==> src/rtl/clock_divider.sv <==
// Gated programmable-rate serial clock: a burst of NUM_PERIODS periods per start.
// Optional macro CLOCK_DIVIDER_DONE_PULSE_EN adds a one-cycle o_done pulse.
module clock_divider #(
  parameter int unsigned DEFAULT_DIV = 2,
  parameter int unsigned NUM_PERIODS = 8
) (
  input  logic       i_clk,
  input  logic       i_rst,
  input  logic [8:0] i_config,
  input  logic       i_start_n,
  output logic       o_idle,
  output logic       o_clk
`ifdef CLOCK_DIVIDER_DONE_PULSE_EN
  ,
  output logic       o_done
`endif
);

  localparam int unsigned PW = $clog2(NUM_PERIODS) + 1;
  localparam logic [PW-1:0] PER_LAST = PW'(NUM_PERIODS - 1);

  typedef enum logic [1:0] {
    IDLE,
    SETUP,
    RUN
  } state_t;

  state_t        state_q, state_n;
  logic [7:0]    div_q, div_n;
  logic [7:0]    ph_q, ph_n;
  logic [PW-1:0] per_q, per_n;
  logic          clk_q, clk_n;
  logic          idle_q, idle_n;
  logic          done_n;

  logic [7:0] eff_div;
  logic [7:0] low_len;
  logic [7:0] ph_inc;
  logic       ph_last;
  logic       per_last;

  assign eff_div  = (div_q < 8'd2) ? 8'd2 : div_q;
  assign low_len  = eff_div - {1'b0, eff_div[7:1]};
  assign ph_inc   = ph_q + 8'd1;
  assign ph_last  = (ph_q == (eff_div - 8'd1));
  assign per_last = (per_q == PER_LAST);

  // State, counters and registered outputs
  always_ff @(posedge i_clk) begin
    if (i_rst) begin
      state_q <= IDLE;
      div_q   <= 8'(DEFAULT_DIV);
      ph_q    <= '0;
      per_q   <= '0;
      clk_q   <= 1'b0;
      idle_q  <= 1'b1;
    end else begin
      state_q <= state_n;
      div_q   <= div_n;
      ph_q    <= ph_n;
      per_q   <= per_n;
      clk_q   <= clk_n;
      idle_q  <= idle_n;
    end
  end

  // Next-state: config/start in IDLE, phase and period counting in RUN
  always_comb begin
    state_n = state_q;
    div_n   = div_q;
    ph_n    = ph_q;
    per_n   = per_q;
    clk_n   = 1'b0;
    idle_n  = idle_q;
    done_n  = 1'b0;
    unique case (state_q)
      IDLE: begin
        idle_n = 1'b1;
        ph_n   = '0;
        per_n  = '0;
        if (i_config[0]) begin
          div_n = i_config[8:1];
        end else if (!i_start_n) begin
          state_n = SETUP;
          idle_n  = 1'b0;
        end
      end
      SETUP: begin
        state_n = RUN;
        idle_n  = 1'b0;
        ph_n    = '0;
        per_n   = '0;
        clk_n   = 1'b0;
      end
      RUN: begin
        idle_n = 1'b0;
        if (ph_last) begin
          ph_n = '0;
          if (per_last) begin
            state_n = IDLE;
            idle_n  = 1'b1;
            per_n   = '0;
            done_n  = 1'b1;
          end else begin
            per_n = per_q + 1'b1;
          end
        end else begin
          ph_n  = ph_inc;
          clk_n = (ph_inc >= low_len);
        end
      end
      default: begin
        state_n = IDLE;
        idle_n  = 1'b1;
      end
    endcase
  end

  assign o_idle = idle_q;
  assign o_clk  = clk_q;

`ifdef CLOCK_DIVIDER_DONE_PULSE_EN
  logic done_q;

  // Completion pulse; cleared by reset so an aborted burst never reports
  always_ff @(posedge i_clk) begin
    if (i_rst) done_q <= 1'b0;
    else       done_q <= done_n;
  end

  assign o_done = done_q;
`else
  logic unused_done;
  assign unused_done = done_n;
`endif

endmodule

==> config.mk <==
export PLATFORM = sky130hd
export DESIGN_NAME = clock_divider
export DESIGN_NICKNAME = d
export VERILOG_FILES = /design/src/rtl/clock_divider.sv
export SDC_FILE = /design/constraint.sdc
export NUM_CORES = 1
export LEC_CHECK = 0
export CAP_MARGIN = 25
export CORE_ASPECT_RATIO = 1.25
export CORE_MARGIN = 8
export CORE_UTILIZATION = 50
export CTS_BUF_LIST = sky130_fd_sc_hd__clkbuf_8
export DETAILED_ROUTE_END_ITERATION = 8
export PLACE_DENSITY = 0.77
export SYNTH_ARGS = -nofsm -noshare
export SYNTH_HDL_FRONTEND = slang
export SYNTH_SLANG_ARGS = --single-unit
==> constraint.sdc <==
create_clock -name i_clk -period 3.74 [get_ports i_clk]
set_clock_uncertainty 0.15 [all_clocks]
set_input_delay 0.374 -clock i_clk [delete_from_list [all_inputs] [get_ports i_clk]]
set_output_delay 0.374 -clock i_clk [all_outputs]
set_load 0.005 [all_outputs]
==> impl_metrics.toml, run 1 <==
[yosys]
synth_compound_area_frac = 0.194
yosysSeqAreaShare = 0.242
synth-xor-area-share = 0.0906
synth_edf_count = 0
synth_top_family_by_area = "simple AND/OR/NAND/NOR gates"
synth-seq-cells = 24
synth.area.mux_share = 0.0208
synthCells = 243
ys.warnings.count = 0
synth_nets = 282
synth_cell_types = 51
postSynthAreaPerCell_sq_um = 8.19
ys.flop_type = "dfxtp_1"
syn_area_sq_mm = 0.00199
synth_fa_ha_area_frac = 0.174
synthArstFlopShare = 0
synthSimpleGateAreaFrac = 0.211

[finish]
antenna_cells = 0
fillCellCount = 368
area_delta_synth_final_pct = 8.74
stdcell_area_sq_mm = 0.00216
layout_common_cells = "nand2_1, ha_1, dfxtp_1, inv_1, a21oi_1"
nets = 288
drive_above_1_share = 0.0567
layout_commonest_cell = "nand2_1"

[worst_setup_path]
cp_slowest_cell = "fa_1"
crit_top_cell = "nor2_1"
crit_fanout = 4
critPathCaptureType = "flop"
reg2reg_slack_ns = 0.36
cp_data_required_time_ns = 3.70
worst_setup_path_start_kind = "flop"
cp_slowest_stage_delay_ns = 0.46
arrival_ns = 3.35
path_class = "flop to flop"
cp_cell_sequence = "inv_1 > ha_1 > or2b_2 > o21ai_4 > ha_1 > fa_1 > o21bai_1 > a21oi_1 > nor2_1 > nor2_1 > nor2_1 > nor2_1 > xnor2_1 > ha_1 > nor3_1 > nor2_1 > o41ai_1 > nor4_1"

[global_route]
grt_util_met2 = 0.258
grt_pass1_vias = 1669
grt_usage = 0.144
grtUsageMet1 = 0.167
top_usage_layer = "met2"
antenna_found_initial = 0
grt-ovfl-total = 0
grt_start_max_net_pins = 17
grt_pass1_wl_mm = 7.39
met3_usage = 0.0127

[clock_tree]
cts_hold_buf = 0
cts_tree = "built"
clk_latency_ns = 0.26
cts_resized = 0
clockBufferDepth = 2
cts.htree.levels = 1
cts_root_buf = "clkbuf_8"
postCtsSetupRepairBufs = 0
clk_pin_slew_worst_paths_ns = 0.08
cts_made_buffers = 3
clock-sinks = 24

[pwr]
seqPwrFrac = 0.441
ir_worst_vdd_mv = 0.293
switching_power_mw = 0.196
powerDensity_mw_per_mm2 = 291
switching_share = 0.311
p_comb_frac = 0.329
p_int_mw = 0.433
leakage_nw = 0.890
p_clk_frac = 0.230

[sta]
final.period_utilization = 0.904
rsz0062_at_grt = "no"
period_needed_ns = 3.38
whs_ns = 0.326
finalMaxSlewViolations = 0
slew_headroom = 0.535
finalHoldViolCount = 0
setup_violations = 0
worstMarginPinSlew_ns = 0.696
fmax_mhz = 296
tns_ns = 0

[placement]
port_buffers = 13
post_dp_cell_area_sq_mm = 0.00212
gp_congestion = 0.933
hpwl_mm = 3.37

[drt]
dr_total_vias = 1689
dr.pass1.iters = 4
via_per_inst = 5.61
antenna_left = 0
drt_iter0_markers = 47
drt_wl_total_mm = 4.26
drc = 0
wl_per_cell_um = 14.2

[die]
fp.coreArea_sq_mm = 0.00382
core.rowCount = 25
io_pins = 14
die_y_um = 86.5
die_x_um = 72.4
die_area_sq_mm = 0.00627
initial_utilization = 0.521

[run_status]
outcome = "completed"

[run]
maxCapViolCount = 0

[worst_hold_path]
hp-class = "flop to flop"
==> synthesized netlist by cell type (2+ instances only) <==
cell type       n  area share
o21bai_1        2      0.0075
dlygate4sd3_1   2       0.010
and2_1          2      0.0063
clkbuf_1        8       0.015
mux2i_1         3       0.015
buf_4           2      0.0075
xor2_1          4       0.018
a41o_1          2       0.010
and3_1          7       0.022
a21oi_1        18       0.045
nor2_1         14       0.026
a21boi_0        2      0.0075
nor4_1          3      0.0094
or2b_2          3       0.013
o21ai_0        11       0.028
a2111oi_0       3       0.013
xnor2_1        14       0.062
nand3_1         7       0.018
nand2_1        28       0.053
dfxtp_1        24        0.24
inv_1          18       0.034
ha_1           26        0.16
nor3_1          4       0.010
o21ai_4         2       0.016
a21o_1          2      0.0075
nand2b_1        4       0.013
a31oi_1         4       0.013
==> worst max-delay path, delay by kind of cell (launching register included) <==
family,cells,cell delay [ns]
simple gates,8,0.84
compound gates,4,0.38
flops,1,0.42
buf+inv,1,0.07
fa+ha+maj,4,1.24
xor+xnor,1,0.13
==> power groups by stage <==
stage	clock network (mW)	logic (mW)	registers [mW]
after global placement	0	0.201	0.282
final	0.145	0.207	0.277
after global routing	0.155	0.234	0.279
after detailed placement	0	0.205	0.283
after floorplan	0	0.164	0.277
after CTS	0.149	0.207	0.277
==> stage by stage <==
step	cells	util	setup slack, ns	total power, mW
floorplan	243	-	0.622	0.441
global placement	298	0.556	0.491	0.484
detailed placement	298	0.556	0.365	0.488
CTS	301	0.567	0.358	0.633
global route	301	0.567	0.121	0.668
finish	301	0.567	0.357	0.629
==> metal layers <==
metal	share of wire	vias up
met5	0	-
met4	0.033	0
met3	0.022	10
met2	0.49	32
met1	0.45	785
li1	-	862
==> final timing paths <==
kind / start / end / cells past startpoint
worst max-delay path: div_q[6] / o_clk / 18
worst min-delay path: per_q[1] / per_q[1] / 2
worst max register to register: div_q[6] / o_clk / 18
worst min register to register: per_q[1] / per_q[1] / 2
==> flip-flops by register name (all words and copies together) (netlist names) <==
name,count
o_idle,1
ph_q,8
div_q,8
o_clk,1
per_q,4
state_q,2
==> layout make-up <==
type                       count  area (sq um)  share of cell area
multi-input combinational    188          1370               0.634
sequential                    24           480               0.222
timing repair buffer          13           130              0.0602
inverter                      19          71.3              0.0330
tap                           54          67.6              0.0312
clock buffer                   3          41.3              0.0191
==> cell families (layout without fill, tap and decap cells) <==
logic type,count (synthesis),after routing
flip-flops,24,24
multiplexers,4,4
buffers and inverters,31,35
AND/OR/NAND/NOR,81,81
XOR/XNOR,19,19
AO/OA/AOI/OAI,57,57
adder cells (fa/ha/maj),27,27
(Power assumes the default switching activity.)
==> inputs of run 2 (changes only) <==
Clock period 3.74 ns to 4.15 ns, I/O delays scaled along.
==> run 2 against run 1 <==
Die area is the same. Non-clock buffer count is the same. Largest cell class unchanged. Sequential share of layout area is the same. Cell area is the same. Worst setup slack gained 0.41 ns. Critical path type unchanged. First-iteration DRC count shrank 8.5%. Register-to-register slack gained 0.41 ns. Global-route usage grew 0.29 points. Via count shrank 1.2%.
==> impl_metrics.toml, run 2 (same netlist as run 1, synthesis figures left out) <==
[drt]
drt_wl_total_mm = 4.21
dr.pass1.iters = 4
wl_per_cell_um = 14.0
drt_iter0_markers = 43
drc = 0
antenna_left = 0
dr_total_vias = 1669
via_per_inst = 5.54

[finish]
fin_util = 0.567
drive_above_1_share = 0.0567
layout_common_cells = "nand2_1, ha_1, dfxtp_1, inv_1, a21oi_1"
regArea_sq_um = 480
area_delta_synth_final_pct = 8.74
fillCellCount = 371
antenna_cells = 0
multi_input_area_sq_mm = 0.00137
largest_registers = "div_q: 8 flops, ph_q: 8 flops, per_q: 4 flops"
layout_commonest_cell = "nand2_1"
nets = 288

[run_status]
outcome = "completed"

[pwr]
total_power_mw = 0.567
powerDensity_mw_per_mm2 = 262
p_clk_frac = 0.233
p_comb_frac = 0.327
seqPwrFrac = 0.440
leakage_nw = 0.890
switching_power_mw = 0.177
switching_share = 0.312
p_int_mw = 0.390
ir_worst_vdd_mv = 0.265

[sta]
period_needed_ns = 3.38
rsz0062_at_grt = "no"
slew_headroom = 0.537
final.period_utilization = 0.815
fmax_mhz = 296
finalHoldViolCount = 0
finalMaxSlewViolations = 0
tns_ns = 0
setup_violations = 0
setup_slack_ns = 0.770
worstMarginPinSlew_ns = 0.692

[global_route]
antenna_found_initial = 0
grt_pass1_vias = 1679
grt_start_max_net_pins = 17
grt_pass1_wl_mm = 7.51
grt_usage = 0.147
grt-ovfl-total = 0

[die]
die_y_um = 86.5
io_pins = 14
fp.coreArea_sq_mm = 0.00382
die_x_um = 72.4
core.rowCount = 25
die_area_sq_mm = 0.00627
initial_utilization = 0.521

[clock_tree]
clk_pin_slew_worst_paths_ns = 0.08
cts_root_buf = "clkbuf_8"
cts_made_buffers = 3
clock-sinks = 24
cts_tree = "built"
clk_latency_ns = 0.26
cts_hold_buf = 0
cts_resized = 0
cts.htree.levels = 1
clockBufferDepth = 2
postCtsSetupRepairBufs = 0

[worst_setup_path]
critPathCaptureType = "flop"
crit_top_cell = "nor2_1"
path_class = "flop to flop"
cp_slowest_stage_delay_ns = 0.48
r2r-start = "div_q[2]"
worst_setup_path_start_kind = "flop"
arrival_ns = 3.35
crit_start = "div_q[2]"
cp_cell_sequence = "nor4_1 > nand3_1 > nand2b_1 > inv_1 > fa_1 > o21bai_1 > a21oi_1 > nor2_1 > nor2_1 > nor2_1 > nor2_1 > xnor2_1 > ha_1 > nor3_1 > nor2_1 > o41ai_1 > nor4_1"
crit_fanout = 7
cp_data_required_time_ns = 4.12
cp_slowest_cell = "nor4_1"

[run]
maxCapViolCount = 0

[placement]
port_buffers = 13
dp_slack_ns = 0.793
hpwl_mm = 3.38
gp_congestion = 0.934

[worst_hold_path]
hp-class = "flop to flop"
hold_start = "per_q[1]"
## run 2: cell counts in the layout (fill, tap and decap cells not counted)
Identical to the previous run, type by type.
## run 2: cell type report
class,count,area share
clock buffer,3,0.0191
inverter,19,0.0330
multi-input combinational,188,0.634
sequential,24,0.222
tap,54,0.0312
timing repair buffer,13,0.0602
## run 2: final timing paths
path                   end  cells past startpoint  slack [ns]
hold / removal    per_q[1]                      2        0.33
setup reg to reg     o_clk                     17        0.77
setup / recovery     o_clk                     17        0.77
hold reg to reg   per_q[1]                      2        0.33
## run 2: layer usage
metal	vias to the layer above	part of all wire	track usage	wire length (um)
met5	-	0	0	0
met4	0	0.033	0.0712	138
met3	10	0.030	0.0115	126
met2	40	0.51	0.263	2130
met1	761	0.43	0.169	1810
li1	858	-	-	-
## run 2: worst max-delay path, delay by kind of cell, from the launching register on
| family | cells | cell delay (ns) |
|---|---|---|
| buffers and inverters | 1 | 0.11 |
| flip-flops | 1 | 0.40 |
| AO/OA/AOI/OAI | 3 | 0.30 |
| AND/OR/NAND/NOR | 10 | 1.43 |
| adder cells (fa/ha/maj) | 2 | 0.74 |
| XOR/XNOR | 1 | 0.13 |
## run 2: stage by stage
stage          cells  hold WS (ns)  area, sq um
3_3_place_gp     298         0.309         2120
4_1_cts          301         0.331         2160
3_5_place_dp     298         0.319         2120
2_1_floorplan    243         0.297         1990
6_report         301         0.329         2160
5_1_grt          301         0.348         2160
## run 2: power groups by stage
| stage | logic, mW | registers (mW) | clock network [mW] |
|---|---|---|---|
| 4_1_cts | 0.187 | 0.250 | 0.136 |
| 6_report | 0.185 | 0.250 | 0.132 |
| 3_3_place_gp | 0.181 | 0.255 | 0 |
| 2_1_floorplan | 0.148 | 0.250 | 0 |
| 5_1_grt | 0.212 | 0.251 | 0.141 |
| 3_5_place_dp | 0.185 | 0.255 | 0 |
==> patch: new RTL, config.mk and constraints of run 2 <==
Set the parameter `NUM_PERIODS` to 16 (it was 8).
--- a/src/rtl/clock_divider.sv
+++ b/src/rtl/clock_divider.sv
@@ -4,3 +4,3 @@
   parameter int unsigned DEFAULT_DIV = 2,
-  parameter int unsigned NUM_PERIODS = 8
+  parameter int unsigned NUM_PERIODS = 16
 ) (
Function: same outputs for any inputs over 10 cycles, from zero or initial values and one cycle with i_rst high; that may be too few to reach the edited logic, so the function may still have changed.
==> patch against run 2 <==
- design area rose by 6.7%
- worst setup slack worse by 0.46 ns
- utilization grew 0.081 points
- die area is 4.9% higher
- power rose by 7.7%
- non-clock buffer count is 2 higher
- count of clock-buffer cells in the layout unchanged
- fmax down 12%
- area after synthesis rose by 6.2%
- sequential cell count up 1
- cell count grew 9.3%
- wire length is 9.8% higher
- critical path type unchanged
- highest routed layer unchanged
==> patch: results (changes against run 2) <==
Outcome
  • Status: finished clean

CTS
  • Worst-Skew Late Latency: 0.27 ns
  • Clock transition at the registers of the reported paths: 0.09 ns
  • Clock root buffer: clkbuf_8
  • H-tree levels: 1 (unchanged)

Cells and area
  • Fraction of layout cells with a size suffix above 1: 5.13% (-0.54 points)
  • Top flop regs: div_q x8, ph_q x8, per_q x5

STA
  • Fmax: 0.260 GHz (-12%)
  • Worst slew pin tran: 0.700 ns (+0.00751 ns)

Drt
  • DR iter-0 viols: 53 (+23%)
  • Via density: 5.70 (+2.7%)
  • DR WL met2: 2420 um (+14%)
  • Via count: 1,874 (+12%)
  • M1 WL: 1940 um (+7.1%)
  • DRC violations left: 0 (unchanged)
  • DR pass1 iterations: 4 (unchanged)
  • Final WL: 4620 um (+9.8%)
  • Total met3 wirelength after detailed routing: 181 um (+44%)

Yosys
  • Mux share of post-synthesis cell area: 0% (-2.1 points)
  • Top post-synthesis cells by area: dfxtp_1 24%, ha_1 15%, xnor2_1 6.2%
  • Xor and xnor area share after synthesis: 7.88% (-1.2 points)
  • Adder-cell share of the synthesized area: 16.4% (-1.0 points)
  • Seq/Total Area, Yosys: 23.7% (-0.45 points)
  • Yosys warnings: 0 (unchanged)
  • Commonest cells in the netlist: 32 x nand2_1, 26 x ha_1, 25 x dfxtp_1, 24 x a21oi_1, 21 x nor2_1
  • Synth Area in Compound Gates: 18.9% (-0.54 points)
  • Post-synthesis net count: 308 (+9.2%)
  • Netlist cell types: 52 (+2.0%)
  • Syn Inst Count: 269 (+11%)

Placed design
  • Routability cong.: 0.927 (-0.67%)
  • DP Area: 2260 um^2 (+6.5%)
  • HPWL Detailed: 3580 um (+6.1%)
  • Place WS: 0.359 ns (-0.434 ns)
  • Dpl cells: 325 (+9.1%)

Critical path
  • R2R Setup Slk: 0.31 ns (-0.46 ns)
  • Critical Path End: ph_q[5]$_SDFFE_PP0P_
  • Worst R2R Start: div_q[7]$_SDFFE_PP0P_
  • Worst path arrival time: 3.89 ns (+0.54 ns)
  • Slowest stage delay, CP: 0.42 ns (-0.06 ns)
  • Crit Path Max Fanout: 5 (-2)
  • Slowest cell on crit path: or4_1
  • Reg2reg path depth: 14 (-3)

Power
  • Final Power: 0.000611 W (+7.7%)
  • Flop pwr share: 42.7% (-1.3 points)
  • Worst VDD drop: 0.352 mV (+33%)
  • P_int: 0.000412 W (+5.6%)
  • Combinational share of power: 33.6% (+0.9 points)
  • Pleak: 0.872 nW (-2.1%)

Worst hold path
  • Hold_sp: per_q[4]$_SDFFE_PP0P_

Global routing
  • Vias in the first global route: 1,772 (+5.5%)
  • GRT Overall Usage: 15.0% (+0.27 points)
  • M3 GR Usage: 2.15% (+1.0 points)
  • M1 GR Usage: 16.9% (-0.041 points)
  • First-pass GRT wire length: 7950 um (+5.9%)
  • Initial antenna violation count: 0 (unchanged)
  • Largest net degree at the start of global routing: 24 (+7)
  • Met2 Use GR: 27.6% (+1.3 points)
## patch: area by class of cell
cell class | instances | area, um^2
multi-input combinational | 213 | 1480
fill | 374 | 1760
clock inverter | 1 | 7.51
tap | 56 | 70.1
sequential | 25 | 500
timing repair buffer | 15 | 145
inverter | 16 | 60.1
clock buffer | 3 | 41.3
## patch: how the worst min path moves through the flow
| stage | endpoint | slack [ns] | cells past startpoint |
|---|---|---|---|
| after floorplan | per_q[4]$_SDFFE_PP0P_ | 0.28 | 2 |
| after global placement | per_q[4]$_SDFFE_PP0P_ | 0.29 | 2 |
| after detailed placement | per_q[4]$_SDFFE_PP0P_ | 0.31 | 2 |
| after CTS | per_q[4]$_SDFFE_PP0P_ | 0.33 | 2 |
| after global routing | per_q[4]$_SDFFE_PP0P_ | 0.34 | 2 |
| final | per_q[4]$_SDFFE_PP0P_ | 0.32 | 2 |
